`config.mk`:
```
export PLATFORM = sky130hd
export DESIGN_NAME = mux_forzado_multicanal
export DESIGN_NICKNAME = d
export VERILOG_FILES = /design/src/rtl/mux_forzado_multicanal_pkg.sv /design/src/rtl/mux_forzado_multicanal_arbitro_rr.sv /design/src/rtl/mux_forzado_multicanal.sv
export SDC_FILE = /design/constraint.sdc
export NUM_CORES = 1
export LEC_CHECK = 0
export BUFFER_PORTS_ARGS = -buffer_cell sky130_fd_sc_hd__buf_2
export CORE_MARGIN = 2
export CORE_UTILIZATION = 55
export DETAILED_ROUTE_END_ITERATION = 7
export PLACE_DENSITY_LB_ADDON = 0.25
export SLEW_MARGIN = 10
export SYNTH_ARGS = -nofsm -noshare
export SYNTH_HDL_FRONTEND = slang
export SYNTH_SLANG_ARGS = --single-unit
```
`constraint.sdc`:
```
create_clock -name CLK -period 10.8 [get_ports CLK]
set_input_delay 2.7 -clock CLK [delete_from_list [all_inputs] [get_ports CLK]]
set_output_delay 2.7 -clock CLK [all_outputs]
set_load 0.02 [all_outputs]
```
`src/rtl/mux_forzado_multicanal_pkg.sv`:
```
// Shared definitions for the multichannel forced-symbol mux: operating modes,
// arbitration states and the index-width helper.
package mux_forzado_multicanal_pkg;

  typedef enum logic [1:0] {
    MODO_RR     = 2'b00,
    MODO_FIJO   = 2'b01,
    MODO_FORZAR = 2'b10,
    MODO_PAUSA  = 2'b11
  } modo_e;

  typedef enum logic {
    ESPERA = 1'b0,
    ENVIO  = 1'b1
  } estado_e;

  // Never returns 0 so a 1-channel or 1-value index still gets one bit.
  function automatic int clog2_f(input int valor);
    return (valor <= 2) ? 1 : $clog2(valor);
  endfunction

endpackage

```
`src/rtl/mux_forzado_multicanal_arbitro_rr.sv`:
```
// Combinational round-robin arbiter: first requesting channel at or after ptr,
// wrapping from N_CANALES-1 back to 0.
module mux_forzado_multicanal_arbitro_rr
  import mux_forzado_multicanal_pkg::*;
#(
  parameter  int N_CANALES = 4,
  localparam int IW        = clog2_f(N_CANALES)
) (
  input  logic [N_CANALES-1:0] req,
  input  logic [IW-1:0]        ptr,
  output logic [N_CANALES-1:0] gnt,
  output logic [IW-1:0]        idx,
  output logic                 hay_req
);

  logic [IW-1:0] cand;

  always_comb begin
    gnt     = '0;
    idx     = '0;
    hay_req = 1'b0;
    cand    = '0;
    for (int i = 0; i < N_CANALES; i++) begin
      cand = IW'((int'(ptr) + i) % N_CANALES);
      if (!hay_req && req[cand]) begin
        hay_req   = 1'b1;
        gnt[cand] = 1'b1;
        idx       = cand;
      end
    end
  end

endmodule

```
`src/rtl/mux_forzado_multicanal.sv`:
```
// N-channel output mux with round-robin burst arbitration and forced-symbol fill.
// Optional periodic skip symbol enabled by defining MUXF_SKIP_EN.
module mux_forzado_multicanal
  import mux_forzado_multicanal_pkg::*;
#(
  parameter  int DATA_W      = 8,
  parameter  int N_CANALES   = 4,
  parameter  int BURST_LEN   = 4,
  parameter  int SKIP_PERIOD = 16,
  localparam int IW          = clog2_f(N_CANALES)
) (
  input  logic                          CLK,
  input  logic                          RESET_L,
  input  logic [N_CANALES*DATA_W-1:0]   DATA_IN,
  input  logic [N_CANALES-1:0]          VALID_IN,
  output logic [N_CANALES-1:0]          POP_OUT,
  input  logic [1:0]                    MODE,
  input  logic [IW-1:0]                 SEL,
  input  logic [DATA_W-1:0]             FORCE_DATA,
  output logic [DATA_W-1:0]             OUT,
  output logic                          VALID_OUT,
  output logic                          FORZADO_OUT
);

  localparam int NP = 1 << IW;
  localparam int CW = clog2_f(BURST_LEN + 1);

  modo_e               modo;
  estado_e             estado_q, estado_d;
  logic [IW-1:0]       canal_q, canal_d;
  logic [IW-1:0]       ptr_q, ptr_d;
  logic [CW-1:0]       cuenta_q, cuenta_d;
  logic [DATA_W-1:0]   out_q, out_d;
  logic                valid_q, valid_d;
  logic                forzado_q, forzado_d;

  logic [N_CANALES-1:0] arb_gnt;
  logic [IW-1:0]        arb_idx;
  logic                 arb_hay;
  logic [N_CANALES-1:0] pop_vec;
  logic [IW-1:0]        pop_idx;
  logic                 hay_pop;
  logic                 skip_now;
  logic [NP-1:0]        valid_ext;
  logic [DATA_W-1:0]    datos [NP];

  assign modo      = modo_e'(MODE);
  assign valid_ext = NP'(VALID_IN);

  // Pad the word array to a power of two so any SEL/index value is in range.
  for (genvar k = 0; k < NP; k++) begin : g_datos
    if (k < N_CANALES) begin : g_real
      assign datos[k] = DATA_IN[k*DATA_W +: DATA_W];
    end else begin : g_pad
      assign datos[k] = '0;
    end
  end

  mux_forzado_multicanal_arbitro_rr #(
    .N_CANALES (N_CANALES)
  ) u_arbitro (
    .req     (VALID_IN),
    .ptr     (ptr_q),
    .gnt     (arb_gnt),
    .idx     (arb_idx),
    .hay_req (arb_hay)
  );

`ifdef MUXF_SKIP_EN
  localparam int SW = clog2_f(SKIP_PERIOD + 1);
  logic [SW-1:0] skip_q, skip_d;

  assign skip_now = (skip_q == SW'(SKIP_PERIOD));
  // Any cycle without a pop (skip, idle fill, force, pause) restarts the run.
  assign skip_d   = hay_pop ? skip_q + SW'(1) : '0;

  always_ff @(posedge CLK or negedge RESET_L) begin
    if (!RESET_L) skip_q <= '0;
    else          skip_q <= skip_d;
  end
`else
  assign skip_now = (SKIP_PERIOD < 0);
`endif

  always_comb begin
    estado_d = estado_q;
    canal_d  = canal_q;
    ptr_d    = ptr_q;
    cuenta_d = cuenta_q;
    pop_vec  = '0;
    pop_idx  = canal_q;
    hay_pop  = 1'b0;
    unique case (modo)
      MODO_RR: begin
        if (skip_now) begin
          // Lock kept, burst count frozen for the skip slot.
        end else if (estado_q == ENVIO && VALID_IN[canal_q] && cuenta_q < CW'(BURST_LEN)) begin
          hay_pop          = 1'b1;
          pop_idx          = canal_q;
          pop_vec[canal_q] = 1'b1;
          cuenta_d         = cuenta_q + CW'(1);
        end else if (arb_hay) begin
          hay_pop  = 1'b1;
          pop_idx  = arb_idx;
          pop_vec  = arb_gnt;
          canal_d  = arb_idx;
          cuenta_d = CW'(1);
          ptr_d    = (arb_idx == IW'(N_CANALES - 1)) ? '0 : arb_idx + IW'(1);
          estado_d = ENVIO;
        end else begin
          estado_d = ESPERA;
          cuenta_d = '0;
        end
      end
      MODO_FIJO: begin
        estado_d = ESPERA;
        cuenta_d = '0;
        if (!skip_now && valid_ext[SEL]) begin
          hay_pop      = 1'b1;
          pop_idx      = SEL;
          pop_vec[SEL] = 1'b1;
        end
      end
      default: begin
        estado_d = ESPERA;
        cuenta_d = '0;
      end
    endcase
  end

  always_comb begin
    if (hay_pop) begin
      out_d     = datos[pop_idx];
      valid_d   = 1'b1;
      forzado_d = 1'b0;
    end else if (modo == MODO_PAUSA) begin
      out_d     = out_q;
      valid_d   = 1'b0;
      forzado_d = 1'b0;
    end else begin
      out_d     = FORCE_DATA;
      valid_d   = 1'b0;
      forzado_d = 1'b1;
    end
  end

  always_ff @(posedge CLK or negedge RESET_L) begin
    if (!RESET_L) begin
      estado_q  <= ESPERA;
      canal_q   <= '0;
      ptr_q     <= '0;
      cuenta_q  <= '0;
      out_q     <= '0;
      valid_q   <= 1'b0;
      forzado_q <= 1'b0;
    end else begin
      estado_q  <= estado_d;
      canal_q   <= canal_d;
      ptr_q     <= ptr_d;
      cuenta_q  <= cuenta_d;
      out_q     <= out_d;
      valid_q   <= valid_d;
      forzado_q <= forzado_d;
    end
  end

  assign POP_OUT     = RESET_L ? pop_vec : '0;
  assign OUT         = out_q;
  assign VALID_OUT   = valid_q;
  assign FORZADO_OUT = forzado_q;

endmodule

```
# Word level (Yosys, flattened, before mapping)

Cells that the tools add are included.

Flip-flop bits (word level): 18
Latch bits: 0
Bits in writable memories: 0
ROM bits: 0
Output and inout port bits: 14
Word-level logic and storage cells: 115
Memories kept: 0

$add $sub $neg: 5
Multiply operators: 0
Div/mod/pow operators: 0
Magnitude comparators: 14
Eq/ne operators: 5
Shift-type cells: 0
Mux-type cells: 63
Bitwise operators: 5
Reduce and logical (&&, ||, !) cells: 16

Operators with widths:

| operator                                                                             | count |
|---|---|
| 4-bit two-way mux                                                                    | 8 |
| 8-bit two-way mux                                                                    | 4 |
| 1-bit two-way mux                                                                    | 25 |
| 2-bit by 3-bit less-than comparator with 1-bit output (second input constant)        | 6 |
| 8-bit binary-select mux with 2-bit select                                            | 1 |
| 2-bit two-way mux                                                                    | 8 |
| 1-bit binary-select mux with 2-bit select                                            | 6 |
| 1-bit demux with 2-bit select                                                        | 6 |
| 2-bit by 1-bit greater-or-equal comparator with 1-bit output (second input constant) | 6 |
| 4-bit bitwise OR                                                                     | 3 |
| 1-bit logical AND                                                                    | 11 |
| 4-bit case mux with 2 select lines                                                   | 1 |
| 3-bit two-way mux                                                                    | 2 |
| 2-bit by 1-bit adder with 2-bit output (second input constant)                       | 2 |
| 2-bit adder (second input constant)                                                  | 2 |
| 2-bit equality test (second input constant)                                          | 2 |
| 2-bit != test (second input constant)                                                | 2 |
| 2-bit case mux with 2 select lines                                                   | 1 |
| 3-bit by 1-bit adder with 3-bit output (second input constant)                       | 1 |
| 3-bit greater-or-equal comparator (second input constant)                            | 1 |
| 1-bit zero test                                                                      | 3 |
| 3-bit less-than comparator (second input constant)                                   | 1 |
| 2-bit inverter with 3-bit output                                                     | 1 |
| 3-bit AND reduction                                                                  | 1 |
| 4 further kinds                                                                      | 4 |

# Logic depth before layout (Yosys ltp)

Depth after elaboration: 20
Gate-level depth with buffers: 13
Mapped depth without buffers: 9

# By module

Synthesis repeated with hierarchy kept, for this count alone.

Cell total of the unflattened synthesis: 190
Area, all modules: 1798.0 sq um

Modules (own cells, without submodules):

| module                            | times used | cells each | area an instance (sq um) |
|---|---|---|---|
| mux_forzado_multicanal            | 1          | 145        | 1376.3 |
| mux_forzado_multicanal_arbitro_rr | 1          | 45         | 421.7 |

# Worst setup path after synthesis

Ideal clock, no wire load.

Kind: input to output
From: in VALID_IN[2]
To: out POP_OUT[0]
Data arrival time: 4485 ps
Required time: 8100 ps
Slack: 3615 ps
Stages on the path: 7
Path buffers: 1
Path through: buf_2 > mux4_2 > a211oi_1 > a22oi_1 > o21ai_0 > nand2_1 > a21oi_1

Word-level cells in the longest chain between the ends: 16

Ends and longest elaborated chain:

| item                                                   | line                                    | source |
|---|---|---|
| start, declared                                        | mux_forzado_multicanal.sv:15            | `input logic [N_CANALES-1:0] VALID_IN,` |
| 1-bit binary-select mux with 2-bit select              | mux_forzado_multicanal_arbitro_rr.sv:25 | `if (!hay_req && req[cand]) begin` |
| 1-bit two-way mux (implied by the code)                | mux_forzado_multicanal_arbitro_rr.sv:25 |  |
| 1-bit two-way mux                                      | mux_forzado_multicanal_arbitro_rr.sv:25 |  |
| 1-bit zero test                                        | mux_forzado_multicanal_arbitro_rr.sv:25 |  |
| 1-bit logical AND                                      | mux_forzado_multicanal_arbitro_rr.sv:25 |  |
| 1-bit two-way mux                                      | mux_forzado_multicanal_arbitro_rr.sv:25 |  |
| 1-bit zero test                                        | mux_forzado_multicanal_arbitro_rr.sv:25 |  |
| 1-bit logical AND                                      | mux_forzado_multicanal_arbitro_rr.sv:25 |  |
| 1-bit two-way mux                                      | mux_forzado_multicanal_arbitro_rr.sv:25 |  |
| 1-bit zero test                                        | mux_forzado_multicanal_arbitro_rr.sv:25 |  |
| 1-bit logical AND                                      | mux_forzado_multicanal_arbitro_rr.sv:25 |  |
| 4-bit two-way mux or 1-bit two-way mux (tied branches) | mux_forzado_multicanal_arbitro_rr.sv:25 |  |
| 4-bit two-way mux                                      | mux_forzado_multicanal.sv:102           | `end else if (arb_hay) begin` |
| 4-bit two-way mux                                      | mux_forzado_multicanal.sv:97            | `end else if (estado_q == ENVIO && VALID_IN[canal_q] && cuenta_q < CW'(BURST_LEN)) begin` |
| 4-bit case mux with 2 select lines (*)                 | mux_forzado_multicanal.sv:93            | `unique case (modo)` |
| 4-bit two-way mux (*)                                  | mux_forzado_multicanal.sv:167           | `assign POP_OUT = RESET_L ? pop_vec : '0;` |
| end, declared                                          | mux_forzado_multicanal.sv:16            | `output logic [N_CANALES-1:0] POP_OUT,` |

Mark *: on every way between the ends. The rest lies on a longest branch, timed or not. The select of a mux whose other input is x is not followed.

# Worst setup path in the final report

From: in VALID_IN[2]
To: out POP_OUT[3]

Same word-level chain as after synthesis.

==> reports/qor.csv <==
metric,value,unit
status,finished clean,
Die Wd,62.18,um
largest family of logic cells by synthesized area,compound AO/OA/AOI/OAI gates,
first-pass GRT wire length,7148,um
fraction of layout cells with a size suffix above 1,31.73,%
final antenna-violating net count,0,
largest net degree at the start of global routing,21,
Worst R2R End,OUT[3],
kind of critical path,in2out,
Post-Syn Area,1862,sq um
sequential power share,27.8,%
Worst Setup Start Kind,input pin,
crit-path cells,"buf_2, mux4_2, a211oi_1, a22oi_1, o21ai_0, nand2_1, a21oi_1, buf_2",
Max Cap Viol,0,
simple-gate share of the synthesized area,18.88,%
register bit total from synthesis,18,
yosys warns,0,
CTS resizes,0,
total grt overflow,0,
Max-Slew Margin vs Limit,57.03,%
Critical Path Fanout Max,11,
mux share of post-synthesis cell area,15.66,%
drt via density,5.647,
Placed Cells,313,
"Req. time, crit path",8100,ps
Layout Cells excl Fill,317,
Synth Area in Compound Gates,25.60,%
"commonest non-fill, non-tap cell in the layout",buf_2,
number of CTS-inserted buffers,3,
Remaining DRCs,0,
XOR/XNOR share of the synthesized area,0.4704,%
"Avg Cell Area, Syn",8.540,sq um
CTS Hold Bufs,0,
ys flop type,dfrtp_1,
CP max-delay cell,mux4_2,
Avg WL per Cell,13.08,um
Comb power frac,62.2,%
PD cells,187.2,nW/um^2
Net Sw Frac,46.08,%
Layout area overhead,16.87,%
initial drt markers,87,
Post-CTS Setup Bufs,0,
Max Freq,0.1362,GHz
minimum clock period,7341,ps
cell count after synthesis,218,
WP data arrival,4640,ps
TritonRoute pass-1 iters,5,
"EDFF count, synth",0,
RSZ-0062 raised after global routing,no,
# rows,21,
Setup-failing EPs final,0,
r2r setup slk,7120,ps
Crit. End Element,output pin,
met2 wire length,1896,um
area post-placement,2140,sq um
VDD IR max,0.00008848,V
Via Count,1790,
post-route cell area,2176,sq um
"CTS clk-pin slew, worst paths",100,ps
Core ar.,3284,sq um
adder-cell area share of the yosys netlist,6.048,%
vias in the first global route,1688,
Detailed Place HPWL,3342,um
CTS Root Cell,clkbuf_4,
Critical Path End,POP_OUT[3],
Final Hold Vio Count,0,
CTS tree,built,
setup TNS,0,ps
Final #Nets,331,
Mapped Nets,277,
CP most frequent cell,buf_2,
Leak Pwr,1.115,nW
sw power,187.7,uW
top sig layer,met4,
Max Root-Sink Buffers,2,
worst-case reg-to-reg path depth,9,
IO Port Bufs,63,
Setup WS pre-CTS,3526,ps
die outline area,3866,sq um
period utilization,67.97,%
H-tree depth,1,
Slew @ Worst Pin,644.6,ps
worst hold path class,reg2reg,
post-synth cell types,53,
Internal,219.7,uW
Setup crit start,VALID_IN[2],
io pins,64,
# clock sinks,18,
total wire length,4147,um
initial antenna violation count,0,
worst hold slack,459.2,ps
largest stage delay on the critical path,570,ps
GPL Wtd Cong,0.8175,
Post-Route Skew,3.025,ps
initial core utilization,56.69,%
post-synthesis sequential area ratio,24.19,%
clock share of power,10.0,%
antenna cells,0,
GRT Total Usage,22.41,%
final slew viol count,0,
ys async rst share,100.0,%
WL met1,1937,um
most frequent cells in the layout,"buf_2 (63), nor2_1 (23), mux2i_1 (19)",
clk_lat worst skew,290,ps
die height,62.18,um
wire length on met3,270,um
final worst slack,3459,ps
layer usage:
layer,vias up,track usage (%)
met5,-,0
met4,0,7.778
met3,4,2.355
met2,70,37.91
met1,818,30.03
li1,898,-
how the worst min path moves through the flow:
| stage | cells after the start | slack [ps] | startpoint | end |
|---|---|---|---|---|
| 2_1_floorplan | 1 | 430 | cuenta_q[0] | cuenta_q[0] |
| 3_3_place_gp | 1 | 450 | cuenta_q[0] | cuenta_q[0] |
| 3_5_place_dp | 1 | 450 | cuenta_q[0] | cuenta_q[0] |
| 4_1_cts | 1 | 470 | cuenta_q[0] | cuenta_q[0] |
| 5_1_grt | 1 | 490 | cuenta_q[0] | cuenta_q[0] |
| 6_report | 1 | 460 | cuenta_q[0] | cuenta_q[0] |
power by group through the flow:
stage	Combinational (mW)	Clock [mW]	Sequential [mW]
after detailed placement	0.251	0	0.114
after CTS	0.252	0.0423	0.113
after global routing	0.280	0.0459	0.116
after global placement	0.248	0	0.114
final	0.253	0.0408	0.113
after floorplan	0.216	0	0.110
layout make-up:
class | count | area, sq um
multi-input cells | 166 | 1241
fillers | 300 | 1109
flip-flops and latches | 18 | 450.4
repair buffers | 63 | 315.3
inverters | 20 | 75.07
well taps | 46 | 57.56
clock buffers | 4 | 36.28
cell families after synthesis:
| family | count (synthesis) |
|---|---|
| compound gates | 66 |
| flops | 18 |
| xor+xnor | 1 |
| fa+ha+maj | 9 |
| mux | 24 |
| simple gates | 66 |
| buf+inv | 34 |
state kept, by name, summed over array words and instances (netlist names), named ones only:
name,flops
VALID_OUT,1
OUT,8
cuenta_q,3
ptr_q,1
FORZADO_OUT,1
canal_q,2
estado_q,1
through the flow:
stage	power, mW	utilization [%]
after floorplan	0.3254	-
after global routing	0.4422	66.25
after CTS	0.4072	66.25
after global placement	0.3617	65.14
after detailed placement	0.3658	65.14
final	0.4074	66.25
critical path: cells and delay by family:
family / cells / cell delay, ps
AND/OR/NAND/NOR: 1 / 70
multiplexers: 1 / 570
buffers and inverters: 2 / 340
AO/OA/AOI/OAI: 4 / 950
Yosys cell counts (2+ instances only):
cell	count	area, sq um
a211oi_1	2	15.01
ha_1	9	112.6
o22ai_1	2	12.51
and2_1	3	18.77
dfrtp_1	18	450.4
nor2b_1	3	18.77
a311oi_1	2	17.52
nand2b_1	4	25.02
or3_1	2	12.51
o211ai_1	6	45.04
mux2i_1	19	190.2
nor3b_1	2	15.01
mux4_2	4	90.09
o21ai_0	8	40.04
nor2_1	23	86.33
a22oi_1	10	75.07
buf_6	3	33.78
and3_1	7	43.79
clkbuf_1	4	15.01
inv_2	2	7.510
a31oi_1	2	12.51
buf_2	4	20.02
o221ai_1	2	17.52
nor3_1	2	10.01
a21o_1	2	15.01
inv_1	18	67.56
a211o_1	2	17.52
nand2_1	11	41.29
a21oi_1	18	90.09
Power figures use the tool's default switching activity.
